===== config.mk =====
export PLATFORM = sky130hd
export DESIGN_NAME = tdd_frame_sched
export DESIGN_NICKNAME = d
export VERILOG_FILES = /design/src/rtl/tdd_frame_sched.sv
export SDC_FILE = /design/constraint.sdc
export NUM_CORES = 1
export LEC_CHECK = 0
export CAP_MARGIN = 20
export CORE_MARGIN = 5
export CORE_UTILIZATION = 45
export DETAILED_ROUTE_END_ITERATION = 6
export PLACE_DENSITY = 0.79
export SYNTH_ARGS = -nofsm -noshare
export SYNTH_HDL_FRONTEND = slang
export SYNTH_SLANG_ARGS = --single-unit

===== constraint.sdc =====
create_clock -name clk -period 7.95 [get_ports clk]
set_input_delay 1.9875 -clock clk [delete_from_list [all_inputs] [get_ports clk]]
set_output_delay 1.9875 -clock clk [all_outputs]
set_load 0.03 [all_outputs]

===== src/rtl/tdd_frame_sched.sv =====
// TDD frame scheduler: sample-position counter with one-shot length adjustment and TX/RX windows.
// Optional build macro TDD_FRAME_NUM_EN adds the 32-bit completed-frame counter on frame_num.
module tdd_frame_sched (
   input  logic        clk,
   input  logic        rst,
   input  logic        en,
   input  logic        tddmode,
   input  logic        sample_tick,
   input  logic [23:0] frame_len,
   input  logic [23:0] frame_adj,
   input  logic        adj_wr,
   input  logic [23:0] tstart,
   input  logic [23:0] tend,
   input  logic [23:0] rstart,
   input  logic [23:0] rend,
   output logic [23:0] pos,
   output logic        frame_start,
   output logic        tx_win,
   output logic        rx_win,
   output logic        adj_pending,
   output logic [31:0] frame_num,
   output logic        o_dbg_state
);

   typedef enum logic {S_IDLE = 1'b0, S_RUN = 1'b1} state_t;

   state_t      r_state;
   state_t      w_next_state;
   logic [23:0] r_pos;
   logic        r_frame_start;
   logic        r_adj_pending;
   logic [23:0] r_adj;
   logic [23:0] r_cur_len;

   logic        w_wrap;
   logic        w_start;
   logic [25:0] w_sum;
   logic        w_adj_ok;
   logic [23:0] w_raw_len;
   logic [23:0] w_new_len;
   logic        w_tx_in;
   logic        w_rx_in;

   always_ff @(posedge clk) begin
      if (rst) r_state <= S_IDLE;
      else     r_state <= w_next_state;
   end

   // Valid/ready-free control: en gates the FSM, sample_tick advances pos only in RUN.
   always_comb begin
      w_next_state = r_state;
      w_wrap       = 1'b0;
      w_start      = 1'b0;
      case (r_state)
         S_IDLE: begin
            if (en) begin
               w_next_state = S_RUN;
               w_start      = 1'b1;
            end
         end
         S_RUN: begin
            if (!en) begin
               w_next_state = S_IDLE;
            end else if (sample_tick && (r_pos >= r_cur_len - 24'd1)) begin
               w_wrap  = 1'b1;
               w_start = 1'b1;
            end
         end
         default: w_next_state = S_IDLE;
      endcase
   end

   // Extra headroom bit so both negative and >2^24-1 results are detectable.
   always_comb begin
      w_sum     = {2'b00, frame_len} + {{2{r_adj[23]}}, r_adj};
      w_adj_ok  = r_adj_pending && (w_sum[25:24] == 2'b00) && (w_sum[23:0] != 24'd0);
      w_raw_len = (w_wrap && w_adj_ok) ? w_sum[23:0] : frame_len;
      w_new_len = (w_raw_len == 24'd0) ? 24'd1 : w_raw_len;
   end

   always_ff @(posedge clk) begin
      if (rst) begin
         r_pos         <= 24'd0;
         r_frame_start <= 1'b0;
         r_adj_pending <= 1'b0;
         r_adj         <= 24'd0;
         r_cur_len     <= 24'd1;
      end else begin
         r_frame_start <= w_start;
         if (w_start) begin
            r_pos     <= 24'd0;
            r_cur_len <= w_new_len;
         end else if (w_next_state == S_IDLE) begin
            r_pos <= 24'd0;
         end else if (sample_tick) begin
            r_pos <= r_pos + 24'd1;
         end
         // A write landing on the wrap cycle stays pending for the following wrap.
         if (adj_wr) begin
            r_adj_pending <= 1'b1;
            r_adj         <= frame_adj;
         end else if (w_wrap) begin
            r_adj_pending <= 1'b0;
         end
      end
   end

`ifdef TDD_FRAME_NUM_EN
   logic [31:0] r_frame_num;
   always_ff @(posedge clk) begin
      if (rst)         r_frame_num <= 32'd0;
      else if (w_wrap) r_frame_num <= r_frame_num + 32'd1;
   end
   assign frame_num = r_frame_num;
`else
   assign frame_num = 32'd0;
`endif

   always_comb begin
      if (tstart <= tend) w_tx_in = (r_pos >= tstart) && (r_pos <= tend);
      else                w_tx_in = (r_pos >= tstart) || (r_pos <= tend);
      if (rstart <= rend) w_rx_in = (r_pos >= rstart) && (r_pos <= rend);
      else                w_rx_in = (r_pos >= rstart) || (r_pos <= rend);
   end

   assign tx_win      = (r_state == S_RUN) && (!tddmode || w_tx_in);
   assign rx_win      = (r_state == S_RUN) && (!tddmode || w_rx_in);
   assign pos         = r_pos;
   assign frame_start = r_frame_start;
   assign adj_pending = r_adj_pending;
   assign o_dbg_state = r_state;

endmodule


==> flow_summary.ini, run 1 <==
[cells_and_area]
antenna_cells = 0
area_delta_synth_final_pct = 23.2
regArea_mm2 = 0.00150
finalNetCount = 1683
fin_area_mm2 = 0.0117
fill_cells = 1974
multi_input_area_mm2 = 0.00727
drive_gt1_share_pct = 3.87

[route]
routed_wl_mm = 27.1
viasPerCell = 5.59
dr.pass1.iters = 5
ant_nets = 0
drt_iter0_drc = 524
wl_per_cell_um = 16.7
drc = 0
via_count = 9034

[timing]
min_period_ns = 7.45
fin_skew_ns = 0.00647
setup_viol = 0
tightest_slew_ns = 1.01
slew_violations = 0
clock.fmax_ghz = 0.134
rsz0062_at_grt = false
timing.final.crit_share_pct = 93.7
hold_viol = 0
setup_tns_ns = 0
slew_headroom_pct = 32.8

[critical_path]
crit_fanout = 2
path_buf_inv = 3
crit_type = input port to primary output
cp-start-kind = input port
crit_family = compound AO/OA/AOI/OAI gates
path_common_cell = o21a_1
critPathMaxStageDelay_ns = 0.69
r2r_setup_slack_ns = 2.93
critPathRequiredTime_ns = 5.96
end_kind = primary output
rr_endpoint = r_cur_len[13]$_SDFFE_PP0P_
cp_slowest_cell = clkdlybuf4s50_1
reg2reg_from = r_cur_len[2]$_SDFFE_PP0P_
crit_start = tend[1]
r2r.worst_path.cells = 14
crit_end = tx_win
crit_cells = 14
cp_cell_sequence = clkdlybuf4s50_1 > inv_1 > ha_1 > nor2b_1 > o21a_1 > o21a_1 > o21a_1 > o21a_1 > o2111ai_1 > a31oi_1 > o31a_1 > maj3_1 > a21oi_1 > clkdlybuf4s50_1
cp.arrival_ns = 5.46

[pwr]
pwr-share-seq_pct = 31.6
vdd_drop_max_mv = 0.0812
p_leak_nw = 5.58
p_sw_share_pct = 32.8
combPwrFrac_pct = 34.2
internal-power_mw = 0.873
power.density_mw_per_mm2 = 111
power.switching_mw = 0.426
total_power_mw = 1.30
clkPwrFrac_pct = 34.2

[yosys]
async_flop_share_pct = 0
synth_area_mm2 = 0.00949
yosys_warnings = 0
synthTopCellsByArea = ha_1 26%, dfxtp_1 16%, nor2_1 4.9%
synth_cells = 1173
ys_seq_area_share_pct = 15.8
synth_cell_types = 80
synthFlopType = dfxtp_1
synth_edf_count = 0
ys_ff_latch = 75
synth.most_common_cell = ha_1
synth_top_area_share_pct = 25.7
avgSynthCellArea_um2 = 8.09
yosysTopAreaCell = ha_1
synth_common_cells = 195 x ha_1, 124 x nor2_1, 121 x inv_1, 75 x dfxtp_1, 60 x a21oi_1

[cts]
ctsResizeCount = 0
cts_sinks = 75
clk_pin_slew_worst_paths_ns = 0.06
hold_buffers = 0
h-tree-depth = 3
cts_tree = yes
clock_latency_ns = 0.34
root_buffer = clkbuf_16
cts_buffers = 9
clock_path_buffers = 2
post_cts_buffers = 0

[placed_design]
placed_area_mm2 = 0.0114
gp_congestion = 0.932
port_buffers = 178
hpwl_mm = 22.4

[worst_hold_path]
min_path_type = flip-flop to flip-flop

[global_route]
grt_max_degree = 51
grt_overflow_total = 0
grt_pass1_wl_mm = 43.0
grt_usage_pct = 21.5
antenna_found_initial = 0
first_global_vias = 8829

[floorplan]
core-area_mm2 = 0.0209
pin_count = 211
die_h_um = 155
initial_utilization_pct = 45.4
fp.dieArea_mm2 = 0.0241
rows = 53
die_w_um = 155

[job]
drv_cap = 0

[status]
status = finished, final reports clean
worst register-to-register path: stages, from the launching register on:
cell,delay [ns]
dfxtp_1,0.36
nor4_1,0.41
nand2_1,0.19
or3_1,0.46
nor4_1,0.29
xnor2_1,0.13
ha_1,0.31
nand4_1,0.08
nor2_1,0.10
a221oi_1,0.11
o31ai_1,0.68
o2111ai_4,0.38
a31oi_4,0.78
mux2_1,0.46
a211oi_2,0.22
cell usage in the layout, fill, tap and decap left out, types with 4 or more instances in the layout:
cell type and count:
clkdlybuf4s50_1 177, conb_1 32, a21o_1 51, dfxtp_1 75, a2bb2oi_1 4, a211oi_2 5, o31ai_1 5, o211ai_1 11
or4_1 7, or3_1 5, o21a_1 22, o21ai_0 41, xnor2_1 30, xor2_1 30, nand3_1 13, a211oi_1 16
clkbuf_16 9, inv_1 121, and3_1 8, a31oi_1 7, nand2_1 55, nor3_2 4, ha_1 195, o2111ai_1 4
o22ai_1 5, a211o_1 4, nor2_1 124, nor2b_1 13, nand3b_1 4, o221a_2 4, mux2_1 5, nand4_1 41
nor4_1 17, mux2i_1 41, a21oi_1 60, nand2b_1 12, nor3_1 22
power groups by stage:
stage / sequential, mW / combinational, mW / clock, mW
after floorplan: 0.416 / 0.298 / 0
after global placement: 0.418 / 0.427 / 0
after CTS: 0.410 / 0.442 / 0.449
after global routing: 0.413 / 0.492 / 0.467
final: 0.410 / 0.445 / 0.444
after detailed placement: 0.418 / 0.438 / 0
worst min path at each step:
stage / start / end / cells past startpoint
after CTS: r_cur_len[5]$_SDFFE_PP0P_ / r_cur_len[5]$_SDFFE_PP0P_ / 2
after global routing: r_adj[17]$_SDFFE_PP0P_ / r_adj[17]$_SDFFE_PP0P_ / 2
final: r_cur_len[5]$_SDFFE_PP0P_ / r_cur_len[5]$_SDFFE_PP0P_ / 2
after detailed placement: r_cur_len[5]$_SDFFE_PP0P_ / r_cur_len[5]$_SDFFE_PP0P_ / 2
after floorplan: r_adj[0]$_SDFFE_PP0P_ / r_adj[0]$_SDFFE_PP0P_ / 2
after global placement: r_adj[17]$_SDFFE_PP0P_ / r_adj[17]$_SDFFE_PP0P_ / 2
routing by layer:
layer / vias up / GRT usage [%] / routed length, um
li1: 4544 / - / -
met1: 4135 / 27.1 / 11700
met2: 295 / 37.6 / 12600
met3: 60 / 2.17 / 1830
met4: 0 / 8.34 / 996
met5: - / 0 / 0
cells by family (layout without fill, tap and decap cells):
| group | after synthesis | count (layout) | share of synthesized area (%) |
|---|---|---|---|
| compound gates | 276 | 276 | 21.0 |
| flops | 75 | 75 | 15.8 |
| xor+xnor | 60 | 60 | 5.54 |
| other cells | 1 | 32 | 0.0395 |
| buf+inv | 180 | 318 | 8.73 |
| fa+ha+maj | 197 | 197 | 26.0 |
| mux | 46 | 46 | 4.92 |
| simple gates | 338 | 338 | 17.9 |
registers in the layout, indices dropped and copies added, names as in the netlist:
name	cells
adj_pending	1
frame_start	1
o_dbg_state	1
pos	24
r_adj	24
r_cur_len	24
layout make-up:
type	instances	share of cell area, %
multi-input combinational	949	62.2
timing repair buffer	181	15.4
sequential	75	12.8
inverter	121	3.89
tap	275	2.94
clock buffer	10	1.96
clock inverter	6	0.771
stage by stage:
step	utilization (%)	std cells	hold slack (ns)	setup WS, ns
3_5_place_dp	54.4	1601	0.490	0.522
2_1_floorplan	-	1204	0.465	1.51
4_1_cts	56.0	1617	0.498	0.508
3_3_place_gp	54.4	1601	0.479	0.530
5_1_grt	56.0	1617	0.522	0.421
6_report	56.0	1617	0.496	0.504
Note: power is estimated with default switching activity, not from simulation.
==> inputs of run 2 (changes only) <==
- RECOVER_POWER: unset -> 50
==> flow_summary.ini, run 2 (synthesis results as in run 1) <==
[global_route]
grt_max_degree = 51
antenna_found_initial = 0
grt_usage_pct = 21.5
first_global_vias = 8829
grt.met2_usage_pct = 37.6
grt_pass1_wl_mm = 43.0
use_met3_pct = 2.17
use_met1_pct = 27.1
busiest_layer = met2
grt_overflow_total = 0

[timing]
setup_tns_ns = 0
fin_skew_ns = 0.00650
rsz0062_at_grt = false
clock.fmax_ghz = 0.134
setup_ws_ns = 0.505
tightest_slew_ns = 2.42
hold_viol = 0
whs_ns = 0.496
setup_viol = 0
timing.final.crit_share_pct = 93.6
slew_violations = 51
min_period_ns = 7.44
slew_headroom_pct = -61.4

[critical_path]
cp.arrival_ns = 5.46
cp_cell_sequence = clkdlybuf4s50_1 > inv_1 > ha_1 > nor2b_1 > o21a_1 > o21a_1 > o21a_1 > o21a_1 > o2111ai_1 > a31oi_1 > o31a_1 > maj3_1 > a21oi_1 > clkdlybuf4s50_1
cp-start-kind = input port
crit_fanout = 2
cp_slowest_cell = clkdlybuf4s50_1
end_kind = primary output
crit_family = compound AO/OA/AOI/OAI gates
path_buf_inv = 3
crit_type = input port to primary output
path_common_cell = o21a_1
critPathMaxStageDelay_ns = 0.69
critPathRequiredTime_ns = 5.96

[cts]
clk_pin_slew_worst_paths_ns = 0.06
post_cts_buffers = 0
clock_latency_ns = 0.34
h-tree-depth = 3
hold_buffers = 0
clock_path_buffers = 2
cts_tree = yes
cts_buffers = 9
cts_sinks = 75
ctsResizeCount = 0
root_buffer = clkbuf_16

[placed_design]
placed_area_mm2 = 0.0114
port_buffers = 178
hpwl_mm = 22.4
preCtsSetupSlack_ns = 0.522
gp_congestion = 0.932

[cells_and_area]
finalNetCount = 1683
area_delta_synth_final_pct = 23.2
final_cell_mix = 195 x ha_1, 150 x clkdlybuf4s50_1, 124 x nor2_1
utilization_pct = 56.0
drive_gt1_share_pct = 3.80
antenna_cells = 0
fin_area_mm2 = 0.0117
final_common_cell = ha_1

[status]
violations = capacitance limit, slew limit
status = finished with violations

[floorplan]
initial_utilization_pct = 45.4
die_h_um = 155
core-area_mm2 = 0.0209
die_w_um = 155
fp.dieArea_mm2 = 0.0241
rows = 53
pin_count = 211

[pwr]
vdd_drop_max_mv = 0.0814
p_sw_share_pct = 32.8
clkPwrFrac_pct = 34.2
internal-power_mw = 0.873
pwr-share-seq_pct = 31.6
power.density_mw_per_mm2 = 111
combPwrFrac_pct = 34.2
p_leak_nw = 5.67
power.switching_mw = 0.427

[job]
drv_cap = 1

[worst_hold_path]
min_path_type = flip-flop to flip-flop

[route]
drt_iter0_drc = 523
dr.pass1.iters = 4
routed_wl_mm = 27.0
wl_per_cell_um = 16.7
viasPerCell = 5.58
drc = 0
ant_nets = 0
via_count = 9028
-- run 2: cell types whose count changed in the layout (fill, tap and decap cells not counted), sizes merged --
cell,delta
clkbuf,+1
clkdlybuf4s50,-27
buf,-1
dlygate4sd3,+27
-- run 2: path summary, 6_finish.rpt --
check	startpoint	to	slack [ns]	cells past startpoint
worst max-delay path	tend[1]	tx_win	0.51	14
worst min-delay path	r_cur_len[5]$_SDFFE_PP0P_	r_cur_len[5]$_SDFFE_PP0P_	0.50	2
worst max register to register	r_cur_len[2]$_SDFFE_PP0P_	r_cur_len[13]$_SDFFE_PP0P_	2.91	14
worst min register to register	r_cur_len[5]$_SDFFE_PP0P_	r_cur_len[5]$_SDFFE_PP0P_	0.50	2
-- run 2: worst reg2reg max path: cells and delay by family (launching register included) --
| family | cells | cell delay (ns) |
|---|---|---|
| adders and majority gates | 1 | 0.31 |
| AOI/OAI and AO/OA | 5 | 2.17 |
| DFF | 1 | 0.36 |
| and+or+nand+nor | 6 | 1.53 |
| xor gates and xnor gates | 1 | 0.13 |
| muxes | 1 | 0.46 |
-- run 2: layout make-up --
cell class | count | area, um2
well taps | 275 | 344
inverters | 121 | 454
clock buffers | 10 | 229
repair buffers | 181 | 1800
clock inverters | 6 | 90.1
fillers | 1975 | 9200
flip-flops and latches | 75 | 1500
multi-input cells | 949 | 7270
-- run 2: routing by layer --
metal / vias to the layer above / routed length, um
met5: - / 0
met4: 0 / 992
met3: 58 / 1830
met2: 302 / 12600
met1: 4127 / 11600
li1: 4541 / -
-- run 2: power groups by stage --
stage	Combinational (mW)	Sequential, mW	Clock, mW
4_1_cts	0.442	0.410	0.449
2_1_floorplan	0.298	0.416	0
5_1_grt	0.492	0.413	0.467
3_5_place_dp	0.438	0.418	0
3_3_place_gp	0.427	0.418	0
6_report	0.445	0.410	0.445
-- run 2: metrics by stage --
stage,power [mW],cells
floorplan,0.714,1204
global placement,0.845,1601
detailed placement,0.856,1601
CTS,1.30,1617
global route,1.37,1617
finish,1.30,1617
==> inputs of run 3 (changes only) <==
- SKIP_CTS_REPAIR_TIMING: unset -> 1
==> results of run 3 <==
No change in the layout: final DEF, timing and power equal those of run 2.
